### config.mk
export PLATFORM = sky130hd
export DESIGN_NAME = wb_stage_flat
export DESIGN_NICKNAME = d
export VERILOG_FILES = /design/src/rtl/wb_stage_if.sv /design/src/rtl/wb_stage.sv /design/src/flat_wrapper.sv
export SDC_FILE = /design/constraint.sdc
export NUM_CORES = 1
export LEC_CHECK = 0
export CAP_MARGIN = 30
export CORE_MARGIN = 4
export CORE_UTILIZATION = 60
export CTS_CLUSTER_SIZE = 12
export DETAILED_ROUTE_END_ITERATION = 16
export PLACE_DENSITY = 0.87
export RECOVER_POWER = 25
export SLEW_MARGIN = 20
export SYNTH_ARGS = -nofsm -noshare
export SYNTH_HDL_FRONTEND = slang
export SYNTH_SLANG_ARGS = --single-unit
### constraint.sdc
create_clock -name clk -period 2.9 [get_ports clk]
set_input_delay 0.435 -clock clk [delete_from_list [all_inputs] [get_ports clk]]
set_output_delay 0.435 -clock clk [all_outputs]
set_load 0.02 [all_outputs]
### src/rtl/wb_stage_if.sv
// wb_stage_if: MEM/WB writeback, register-file read and halt-status signals of wb_stage
interface wb_stage_if;
   logic        RegWrite_in;
   logic        MemtoReg_in;
   logic        Halt_in;
   logic [2:0]  WriteReg_in;
   logic [15:0] ALUResult_in;
   logic [15:0] MemData_in;
   logic [2:0]  ReadReg1;
   logic [2:0]  ReadReg2;
   logic [15:0] ReadData1;
   logic [15:0] ReadData2;
   logic [15:0] WriteData_out;
   logic        HaltPending;
   logic        Halted;
   modport master (
      output RegWrite_in, MemtoReg_in, Halt_in, WriteReg_in, ALUResult_in, MemData_in,
             ReadReg1, ReadReg2,
      input  ReadData1, ReadData2, WriteData_out, HaltPending, Halted
   );
   modport slave (
      input  RegWrite_in, MemtoReg_in, Halt_in, WriteReg_in, ALUResult_in, MemData_in,
             ReadReg1, ReadReg2,
      output ReadData1, ReadData2, WriteData_out, HaltPending, Halted
   );
endinterface

### src/rtl/wb_stage.sv
// wb_stage: writeback mux, 8x16 register file and RUN/DRAIN/HALTED halt sequencer.
// Define WB_BYPASS_EN to forward a same-cycle write to the read ports.
module wb_stage #(
   parameter int DRAIN_CYCLES = 2
) (
   input logic       clk,
   input logic       rst,
   wb_stage_if.slave wb
);
   typedef enum logic [1:0] {RUN, DRAIN, HALTED} state_t;
   localparam logic [3:0] DRAIN_LOAD = 4'(DRAIN_CYCLES > 0 ? DRAIN_CYCLES - 1 : 0);
   state_t      state_q;
   logic [3:0]  cnt_q;
   logic        pend_q, halted_q;
   logic [15:0] regs_q [8];
   logic        we;
   assign wb.WriteData_out = wb.MemtoReg_in ? wb.MemData_in : wb.ALUResult_in;
   assign we = wb.RegWrite_in && state_q == RUN;
   assign wb.HaltPending = pend_q;
   assign wb.Halted = halted_q;
`ifdef WB_BYPASS_EN
   assign wb.ReadData1 = (we && wb.ReadReg1 == wb.WriteReg_in) ? wb.WriteData_out : regs_q[wb.ReadReg1];
   assign wb.ReadData2 = (we && wb.ReadReg2 == wb.WriteReg_in) ? wb.WriteData_out : regs_q[wb.ReadReg2];
`else
   assign wb.ReadData1 = regs_q[wb.ReadReg1];
   assign wb.ReadData2 = regs_q[wb.ReadReg2];
`endif
   always_ff @(posedge clk) begin
      if (rst) begin
         state_q  <= RUN;
         cnt_q    <= '0;
         pend_q   <= 1'b0;
         halted_q <= 1'b0;
         for (int i = 0; i < 8; i++) regs_q[i] <= '0;
      end else begin
         if (we) regs_q[wb.WriteReg_in] <= wb.WriteData_out;
         case (state_q)
            RUN: if (wb.Halt_in) begin
               if (DRAIN_CYCLES > 0) begin
                  state_q <= DRAIN;
                  cnt_q   <= DRAIN_LOAD;
                  pend_q  <= 1'b1;
               end else begin
                  state_q  <= HALTED;
                  halted_q <= 1'b1;
               end
            end
            DRAIN: if (cnt_q == 4'd0) begin
               state_q  <= HALTED;
               pend_q   <= 1'b0;
               halted_q <= 1'b1;
            end else begin
               cnt_q <= cnt_q - 4'd1;
            end
            HALTED: state_q <= HALTED;
            default: begin
               state_q  <= RUN;
               pend_q   <= 1'b0;
               halted_q <= 1'b0;
            end
         endcase
      end
   end
endmodule

### src/flat_wrapper.sv
// flat-port wrapper written by rule: the top's interface ports become plain ports
module wb_stage_flat 
#(
   parameter int DRAIN_CYCLES = 2
)
  (clk, rst, wb_RegWrite_in, wb_MemtoReg_in, wb_Halt_in, wb_WriteReg_in, wb_ALUResult_in, wb_MemData_in, wb_ReadReg1, wb_ReadReg2, wb_ReadData1, wb_ReadData2, wb_WriteData_out, wb_HaltPending, wb_Halted);
  wb_stage_if wb_i ();
  input logic clk;
  input logic rst;
  input wire logic [$bits(wb_i.RegWrite_in)-1:0] wb_RegWrite_in;
  input wire logic [$bits(wb_i.MemtoReg_in)-1:0] wb_MemtoReg_in;
  input wire logic [$bits(wb_i.Halt_in)-1:0] wb_Halt_in;
  input wire logic [$bits(wb_i.WriteReg_in)-1:0] wb_WriteReg_in;
  input wire logic [$bits(wb_i.ALUResult_in)-1:0] wb_ALUResult_in;
  input wire logic [$bits(wb_i.MemData_in)-1:0] wb_MemData_in;
  input wire logic [$bits(wb_i.ReadReg1)-1:0] wb_ReadReg1;
  input wire logic [$bits(wb_i.ReadReg2)-1:0] wb_ReadReg2;
  output wire logic [$bits(wb_i.ReadData1)-1:0] wb_ReadData1;
  output wire logic [$bits(wb_i.ReadData2)-1:0] wb_ReadData2;
  output wire logic [$bits(wb_i.WriteData_out)-1:0] wb_WriteData_out;
  output wire logic [$bits(wb_i.HaltPending)-1:0] wb_HaltPending;
  output wire logic [$bits(wb_i.Halted)-1:0] wb_Halted;
  assign wb_i.RegWrite_in = wb_RegWrite_in;
  assign wb_i.MemtoReg_in = wb_MemtoReg_in;
  assign wb_i.Halt_in = wb_Halt_in;
  assign wb_i.WriteReg_in = wb_WriteReg_in;
  assign wb_i.ALUResult_in = wb_ALUResult_in;
  assign wb_i.MemData_in = wb_MemData_in;
  assign wb_i.ReadReg1 = wb_ReadReg1;
  assign wb_i.ReadReg2 = wb_ReadReg2;
  assign wb_ReadData1 = wb_i.ReadData1;
  assign wb_ReadData2 = wb_i.ReadData2;
  assign wb_WriteData_out = wb_i.WriteData_out;
  assign wb_HaltPending = wb_i.HaltPending;
  assign wb_Halted = wb_i.Halted;
  wb_stage #(.DRAIN_CYCLES(DRAIN_CYCLES)) u_core (.clk(clk), .rst(rst), .wb(wb_i));
endmodule
* Word-level counts from Yosys, hierarchy flattened
Memory sizes are Yosys's and may differ from the RTL's. Cells that the tools add are included.
Storage, ports and cells: ROM bits 0, output and inout port bits 50, memories kept 1, bits in registers 8, bits in latches 0, word-level logic and storage cells 43, bits in writable memories 128
Cells by class: $mul 0, div/mod/pow operators 0, shifts and indexed selects 0, add/subtract/negate cells 1, magnitude comparators 0, equality and inequality tests 5, reduce and logical (&&, ||, !) cells 10, multiplexer cells 20, bitwise operators 2
Memory list:
- u_core.regs_q | words 8, bits a word 16, rd ports 2, clocked after memory_dff 0, wr ports 8, line wb_stage.sv:15 | logic [15:0] regs_q [8];
Operator list (count):
- 2-to-1 mux 16 bit | 2
- OR reduction 16 bit | 1
- 2-to-1 mux 1 bit | 9
- 2-to-1 mux 4 bit | 2
- case mux 4 bit (2 select lines) | 1
- case mux 2 bit (3 select lines) | 1
- AND reduction 3 bit | 2
- logical NOT 4 bit | 1
- 2-to-1 mux 2 bit | 2
- != test 2 bit, second input constant | 2
- AND reduction 2 bit | 2
- subtractor 4 x 1 -> 4 bit, second input constant | 1
- 2-to-1 mux 3 bit | 1
- case mux 1 bit (3 select lines) | 1
- equality test 2 x 1 -> 1 bit, second input constant | 1
- equality test 2 bit, second input constant | 1
- logical NOT 2 bit | 1
- != test 2 x 1 -> 1 bit, second input constant | 1
- inverter 1 bit | 2
- case mux 1 bit (2 select lines) | 1
- nonzero test 2 bit | 1
- OR reduction 2 bit | 1
- logical AND 1 bit | 1

* Logic depth before layout (Yosys ltp)
Gate-level depths: netlist (run 1).
depth in word-level cells 7, gate-level depth with buffers 8

* Worst setup path after synthesis (run 1)
No wires, ideal clock.
path type input -> output, start point input port wb_MemtoReg_in, end point output port wb_WriteData_out[13], path buffers 2, stages 4, arrival time 1612 ps, data required time 2465 ps, slack 853 ps, cell sequence buf_2 -> buf_2 -> mux2i_1 -> inv_1
On the way: cells in the longest elaborated chain, start to end 1
RTL lines:
- from (decl) | line flat_wrapper.sv:11 | input wire logic [$bits(wb_i.MemtoReg_in)-1:0] wb_MemtoReg_in;
- 2-to-1 mux 16 bit | line wb_stage.sv:17 | assign wb.WriteData_out = wb.MemtoReg_in ? wb.MemData_in : wb.ALUResult_in;
- to (decl) | line flat_wrapper.sv:20 | output wire logic [$bits(wb_i.WriteData_out)-1:0] wb_WriteData_out;
No other way between the ends.

* Worst setup path after layout (run 1)
start point input port wb_ReadReg1[1], end point output port wb_ReadData1[10]
On the way: cells in the longest elaborated chain, start to end 1
RTL lines:
- from (decl) | line flat_wrapper.sv:16 | input wire logic [$bits(wb_i.ReadReg1)-1:0] wb_ReadReg1;
- memory (8 x 16 bit)
- to (decl) | line flat_wrapper.sv:18 | output wire logic [$bits(wb_i.ReadData1)-1:0] wb_ReadData1;
No other way between the ends.

==> results by group, run 1 <==
GRT
  – GRT Residual Overflow: 0
  – Largest net degree at the start of global routing: 33
  – Global-route wire length before repair: 32000 um
  – Total GRT Usage: 31.2%
  – Vias in the first global route: 5508
  – Initial antenna violation count: 0

Routing
  – Final wirelength: 20900 um
  – DR pass1 iterations: 7
  – Iteration-0 DRC Markers: 775
  – ANT nets after route: 0
  – Vias per Instance: 6.74
  – DR vias: 5224
  – WL per Instance: 26.9 um
  – DRC errors left: 0

Cells and area
  – Layout cell share with drive strength beyond 1: 26.1%
  – N_diodes: 0
  – Fin nets: 671
  – Seq. cell area: 4000 sq um
  – Fin area: 9110 sq um
  – Area Overhead vs Synth: 26.7%
  – Most frequent cells in the layout: nor2_1, edfxtp_1, clkdlybuf4s50_1
  – Fillcell total: 610
  – Commonest non-fill, non-tap cell in the layout: nor2_1
  – Area taken by multi-input logic gates: 2910 sq um

Floorplanning
  – Core footprint: 11600 sq um
  – Overall die area: 13800 sq um
  – # rows: 39
  – Initial core utilization: 62.2%
  – Top Ports: 96
  – Die W: 117 um
  – Die Ht: 117 um

Placed design
  – IO buf count: 95
  – Placement Cell Area: 8530 sq um
  – Gpl congestion: 0.769
  – DP HPWL: 11900 um

Clocking
  – CTS tree: done
  – Number of cells upsized or downsized after cts: 0
  – Clock Sinks: 136
  – Clk root buf: clkbuf_16
  – Clock transition at path regs: 60 ps
  – CTS H-tree depth: 4
  – # hold bufs at CTS: 0
  – Setup Fix Bufs, Post-CTS: 0
  – Total clock buffers created by CTS: 17
  – Clk buf depth: 2
  – Worst-Skew Late Latency: 420 ps

Critical path
  – CP required: 2470 ps
  – WP data arrival: 2440 ps
  – R2r setup slk: 420 ps
  – Critical Path Fanout Max: 32
  – CP Capture Type: primary output
  – Crit path launch type: input pin
  – WS Path Type: in -> out

Timing
  – Final Max Tran Viols: 0
  – Slew at the pin with the worst max-slew slack: 1360 ps
  – Final hold violations: 0
  – Fmax: 0.347 GHz
  – RSZ-0062 raised after global routing: no
  – Tcrit/Tclk final: 99.3%
  – Slew headroom: 9.60%
  – Setup TNS: 0 ps
  – Layout Skew: 6.51 ps
  – Clock period minus worst slack: 2880 ps
  – # setup viols final: 0

Synthesis
  – Sequential area share after synthesis: 55.7%
  – Number of library cell types mapped by synthesis: 36
  – Synth Register Bits: 136
  – Number of synthesis warnings: 0
  – Mapped Cells: 497
  – Mean Syn Cell Area: 14.5 sq um
  – Syn Std Cell Area: 7190 sq um
  – Syn nets: 549

Power
  – Pwr/cell area: 646 nW/um^2
  – Seq pwr share: 40.7%
  – Clk network pwr share: 38.1%
  – P_leak: 0.00347 uW
  – Combinational power share: 21.2%
  – Internal power: 4320 uW
  – Sw power: 1570 uW
  – Net Sw Frac: 26.6%
  – Worst vdd ir: 0.485 mV

Hold path
  – Hold WC Path Type: reg -> reg

Status
  – Status: complete, no violations

Run
  – Max Cap Violations: 0
[cells in the mapped netlist]
cell type,n,area (sq um)
and4b_1,1,10.0
mux4_2,64,1440
nand3b_1,1,7.51
nor4bb_1,2,20.0
buf_1,6,22.5
nor2_1,131,492
mux2i_1,19,190
edfxtp_1,128,3840
a311oi_1,1,8.76
buf_2,11,55.1
nor2b_1,3,18.8
a31oi_1,1,6.26
o31a_1,1,8.76
nand2_1,7,26.3
inv_1,22,82.6
and4bb_2,1,12.5
buf_6,6,67.6
ha_1,6,75.1
o31ai_1,1,7.51
mux2_2,33,372
nand4b_1,1,8.76
nand4_1,1,6.26
clkbuf_1,11,41.3
dfxtp_1,8,160
a21oi_1,4,20.0
o21ai_0,1,5.00
or3b_1,1,8.76
a221oi_2,1,15.0
nor4b_2,1,15.0
o21a_1,1,7.51
a211o_1,1,8.76
nand2b_1,12,75.1
or4_1,1,7.51
nand4bb_1,1,11.3
nor3_1,3,15.0
nand3_1,4,20.0
[final timing paths]
kind,startpoint,end,cells after the start
min,u_core.wb.Halted,u_core.wb.Halted,1
min reg2reg,u_core.wb.Halted,u_core.wb.Halted,1
max reg2reg,u_core.state_q[0],u_core.regs_q[1][8],5
max,wb_ReadReg1[1],wb_ReadData1[10],5
[critical path: stages]
cell	delay, ps
clkdlybuf4s50_1	530
buf_12	250
mux4_2	350
mux2_2	290
clkdlybuf4s50_1	580
[kinds of logic after synthesis]
group / synth area share [%]
simple gates: 10.5
buf+inv: 3.74
flops: 55.7
fa+ha+maj: 1.04
mux: 27.8
compound gates: 1.22
[metrics by stage]
stage	total power (uW)	hold WS, ps	util (%)	cells	worst slack [ps]
2_1_floorplan	3180	466	-	497	853
3_3_place_gp	3590	456	73.8	743	132
3_5_place_dp	3650	454	73.8	743	58.0
4_1_cts	5890	475	79.0	775	40.1
5_1_grt	6090	517	78.8	775	32.9
6_report	5890	471	78.8	775	20.1
[area by class of cell]
| type | count | area share (%) |
|---|---|---|
| repair buffers | 137 | 14.5 |
| multi-input cells | 305 | 32.0 |
| inverters | 22 | 0.906 |
| clock buffers | 18 | 4.71 |
| flip-flops and latches | 136 | 43.9 |
| well taps | 143 | 1.96 |
| clock inverters | 14 | 1.99 |
[power by group through the flow]
stage | Clock, uW | Combinational (uW) | Sequential (uW)
after floorplan | 0 | 785 | 2400
after global placement | 0 | 1190 | 2400
after detailed placement | 0 | 1230 | 2420
after CTS | 2250 | 1250 | 2390
after global routing | 2350 | 1330 | 2410
final | 2240 | 1250 | 2400
[per-layer routing]
metal / GRT usage, % / vias up / share of wire, %
met5: 0 / - / 0
met4: 14.1 / 0 / 4.6
met3: 8.27 / 91 / 11
met2: 54.4 / 472 / 53
met1: 36.5 / 2536 / 32
li1: - / 2125 / -
[sequential cells by signal, indices dropped and copies added (netlist names)]
| signal | flops |
|---|---|
| u_core.wb.HaltPending | 1 |
| u_core.regs_q | 128 |
| u_core.cnt_q | 4 |
| u_core.state_q | 2 |
| u_core.wb.Halted | 1 |
No activity file was read; power rests on OpenSTA's default activity.
==> inputs of run 2 (changes only) <==
--- a/config.mk
+++ b/config.mk
@@ -7,10 +7,11 @@
 export LEC_CHECK = 0
 export CAP_MARGIN = 30
 export CORE_MARGIN = 4
-export CORE_UTILIZATION = 60
+export CORE_UTILIZATION = 65
 export CTS_CLUSTER_SIZE = 12
 export DETAILED_ROUTE_END_ITERATION = 16
-export PLACE_DENSITY = 0.87
+export DONT_BUFFER_PORTS = 1
+export PLACE_DENSITY = 0.82
 export RECOVER_POWER = 25
 export SLEW_MARGIN = 20
 export SYNTH_ARGS = -nofsm -noshare
==> run 2 against run 1 <==
Clock skew is 7.5 ps higher. Combinational power is 28% lower. Flip-flop and latch count stayed put. Critical endpoint is now u_core.regs_q[2][3]. Largest cell class unchanged. Highest routed layer unchanged.
==> results by group, run 2 (synthesis gave the netlist of run 1 again) <==
Status
  – Status: complete, no violations

Cells and area
  – Final Util: 73.2%
  – Most frequent cells in the layout: nor2_1, edfxtp_1, mux4_2
  – Commonest non-fill, non-tap cell in the layout: nor2_1
  – Largest register by flop count: u_core.regs_q
  – Fin nets: 566
  – Layout cell share with drive strength beyond 1: 26.8%
  – Fin area: 7940 sq um
  – Max reg flops: 128
  – N_diodes: 0
  – Area Overhead vs Synth: 10.3%
  – Biggest regs: u_core.regs_q: 128 flops, u_core.cnt_q: 4 flops, u_core.state_q: 2 flops

Timing
  – RSZ-0062 raised after global routing: no
  – Fmax: 0.406 GHz
  – Setup TNS: 0 ps
  – Slew at the pin with the worst max-slew slack: 1250 ps
  – # setup viols final: 0
  – Slew headroom: 16.6%
  – Clock period minus worst slack: 2460 ps
  – Tcrit/Tclk final: 84.9%
  – Final Max Tran Viols: 0
  – Final hold violations: 0
  – Layout Skew: 14.0 ps

Critical path
  – Reg-to-reg startpoint: u_core.state_q[0]
  – R2r setup slk: 440 ps
  – Critical Path Fanout Max: 17
  – R2R cell count: 6
  – CP required: 3040 ps
  – Crit path launch type: flop
  – CP Capture Type: flop
  – WP data arrival: 2600 ps
  – WS Path Type: reg -> reg
  – Worst reg2reg path endpoint: u_core.regs_q[2][3]

Clocking
  – Worst-Skew Late Latency: 520 ps
  – Clock transition at path regs: 60 ps
  – CTS tree: done
  – Total clock buffers created by CTS: 17
  – Number of cells upsized or downsized after cts: 0
  – Clock Sinks: 136
  – CTS H-tree depth: 4
  – Clk root buf: clkbuf_8
  – Clk buf depth: 2

GRT
  – Vias in the first global route: 4839
  – GRT Residual Overflow: 0
  – Global-route wire length before repair: 28100 um
  – Largest net degree at the start of global routing: 33
  – Initial antenna violation count: 0
  – Total GRT Usage: 29.9%

Run
  – Max Cap Violations: 0

Power
  – P_leak: 0.00296 uW
  – Worst vdd ir: 0.532 mV
  – Pwr/cell area: 681 nW/um^2
  – Overall power: 5410 uW

Floorplanning
  – Die W: 113 um
  – Top Ports: 96
  – # rows: 38
  – Overall die area: 12800 sq um
  – Initial core utilization: 66.4%
  – Die Ht: 113 um
  – Core footprint: 10800 sq um

Routing
  – Vias per Instance: 6.87
  – ANT nets after route: 0
  – Iteration-0 DRC Markers: 487
  – DR vias: 4582
  – DRC errors left: 0
  – Final wirelength: 18000 um
  – WL per Instance: 27.0 um
  – DR pass1 iterations: 5

Placed design
  – IO buf count: 0
  – Gpl congestion: 0.850
  – DP HPWL: 11800 um
  – Placement Cell Area: 7410 sq um

Hold path
  – Hold WC Path Type: in -> reg
  – Hold Path Cell Cnt: 2
  – WHS Endpoint: u_core.wb.Halted
  – Hold_sp: rst
==> run 2: changes by cell type in the layout (fill, tap and decap cells not counted), moves of 2 or more <==
cell / change
buf_2: -2
clkdlybuf4s50_1: -93
buf_4: -15
buf_12: -7
clkbuf_1: +12
==> run 2: layout make-up <==
| cell class | count | area [sq um] |
|---|---|---|
| sequential | 136 | 4000 |
| fill | 689 | 2900 |
| timing repair buffer | 32 | 179 |
| clock inverter | 13 | 154 |
| multi-input combinational | 305 | 2920 |
| clock buffer | 19 | 422 |
| inverter | 22 | 82.6 |
| tap | 140 | 175 |
==> run 2: worst max-delay path: stages (launching register included) <==
cell and delay (ps):
dfxtp_1 320, inv_1 100, ha_1 390, nor2b_1 300
nand2_1 80, buf_4 210, nand2b_1 670
==> run 2: worst max-delay path by stage <==
stage / startpoint / cells after the start / end / slack [ps]
finish: u_core.state_q[0] / 6 / u_core.regs_q[2][3] / 440
global route: u_core.state_q[0] / 6 / u_core.regs_q[2][3] / 210
floorplan: wb_MemtoReg_in / 4 / wb_WriteData_out[13] / 850
global placement: u_core.state_q[0] / 6 / u_core.regs_q[2][10] / 630
detailed placement: u_core.state_q[0] / 6 / u_core.regs_q[2][6] / 500
CTS: u_core.state_q[0] / 6 / u_core.regs_q[2][9] / 400
==> run 2: per-layer routing <==
metal / vias to the layer above / global-route usage, % / share of wire (%)
li1: 1917 / - / -
met2: 268 / 49.6 / 52
met3: 46 / 8.13 / 9.2
met4: 0 / 12.8 / 3.0
met5: - / 0 / 0
met1: 2351 / 37.5 / 36
==> run 2: through the flow <==
step,std cells,hold slack [ps],worst slack (ps)
after floorplan,497,466,853
after global placement,634,478,634
after detailed placement,634,504,498
after CTS,667,67.2,398
after global routing,667,87.4,206
final,667,80.8,438
==> run 2: timing repair <==
| item | CTS | global route |
|---|---|---|
| setup buffers | 0 | 0 |
| endpoints found under the hold margin | 5 | 0 |
| hold buffers | 1 | 0 |
==> run 2: report_power, final <==
group	internal, uW	switching [uW]
combinational	387	511
clock	1300	798
sequential	2300	108
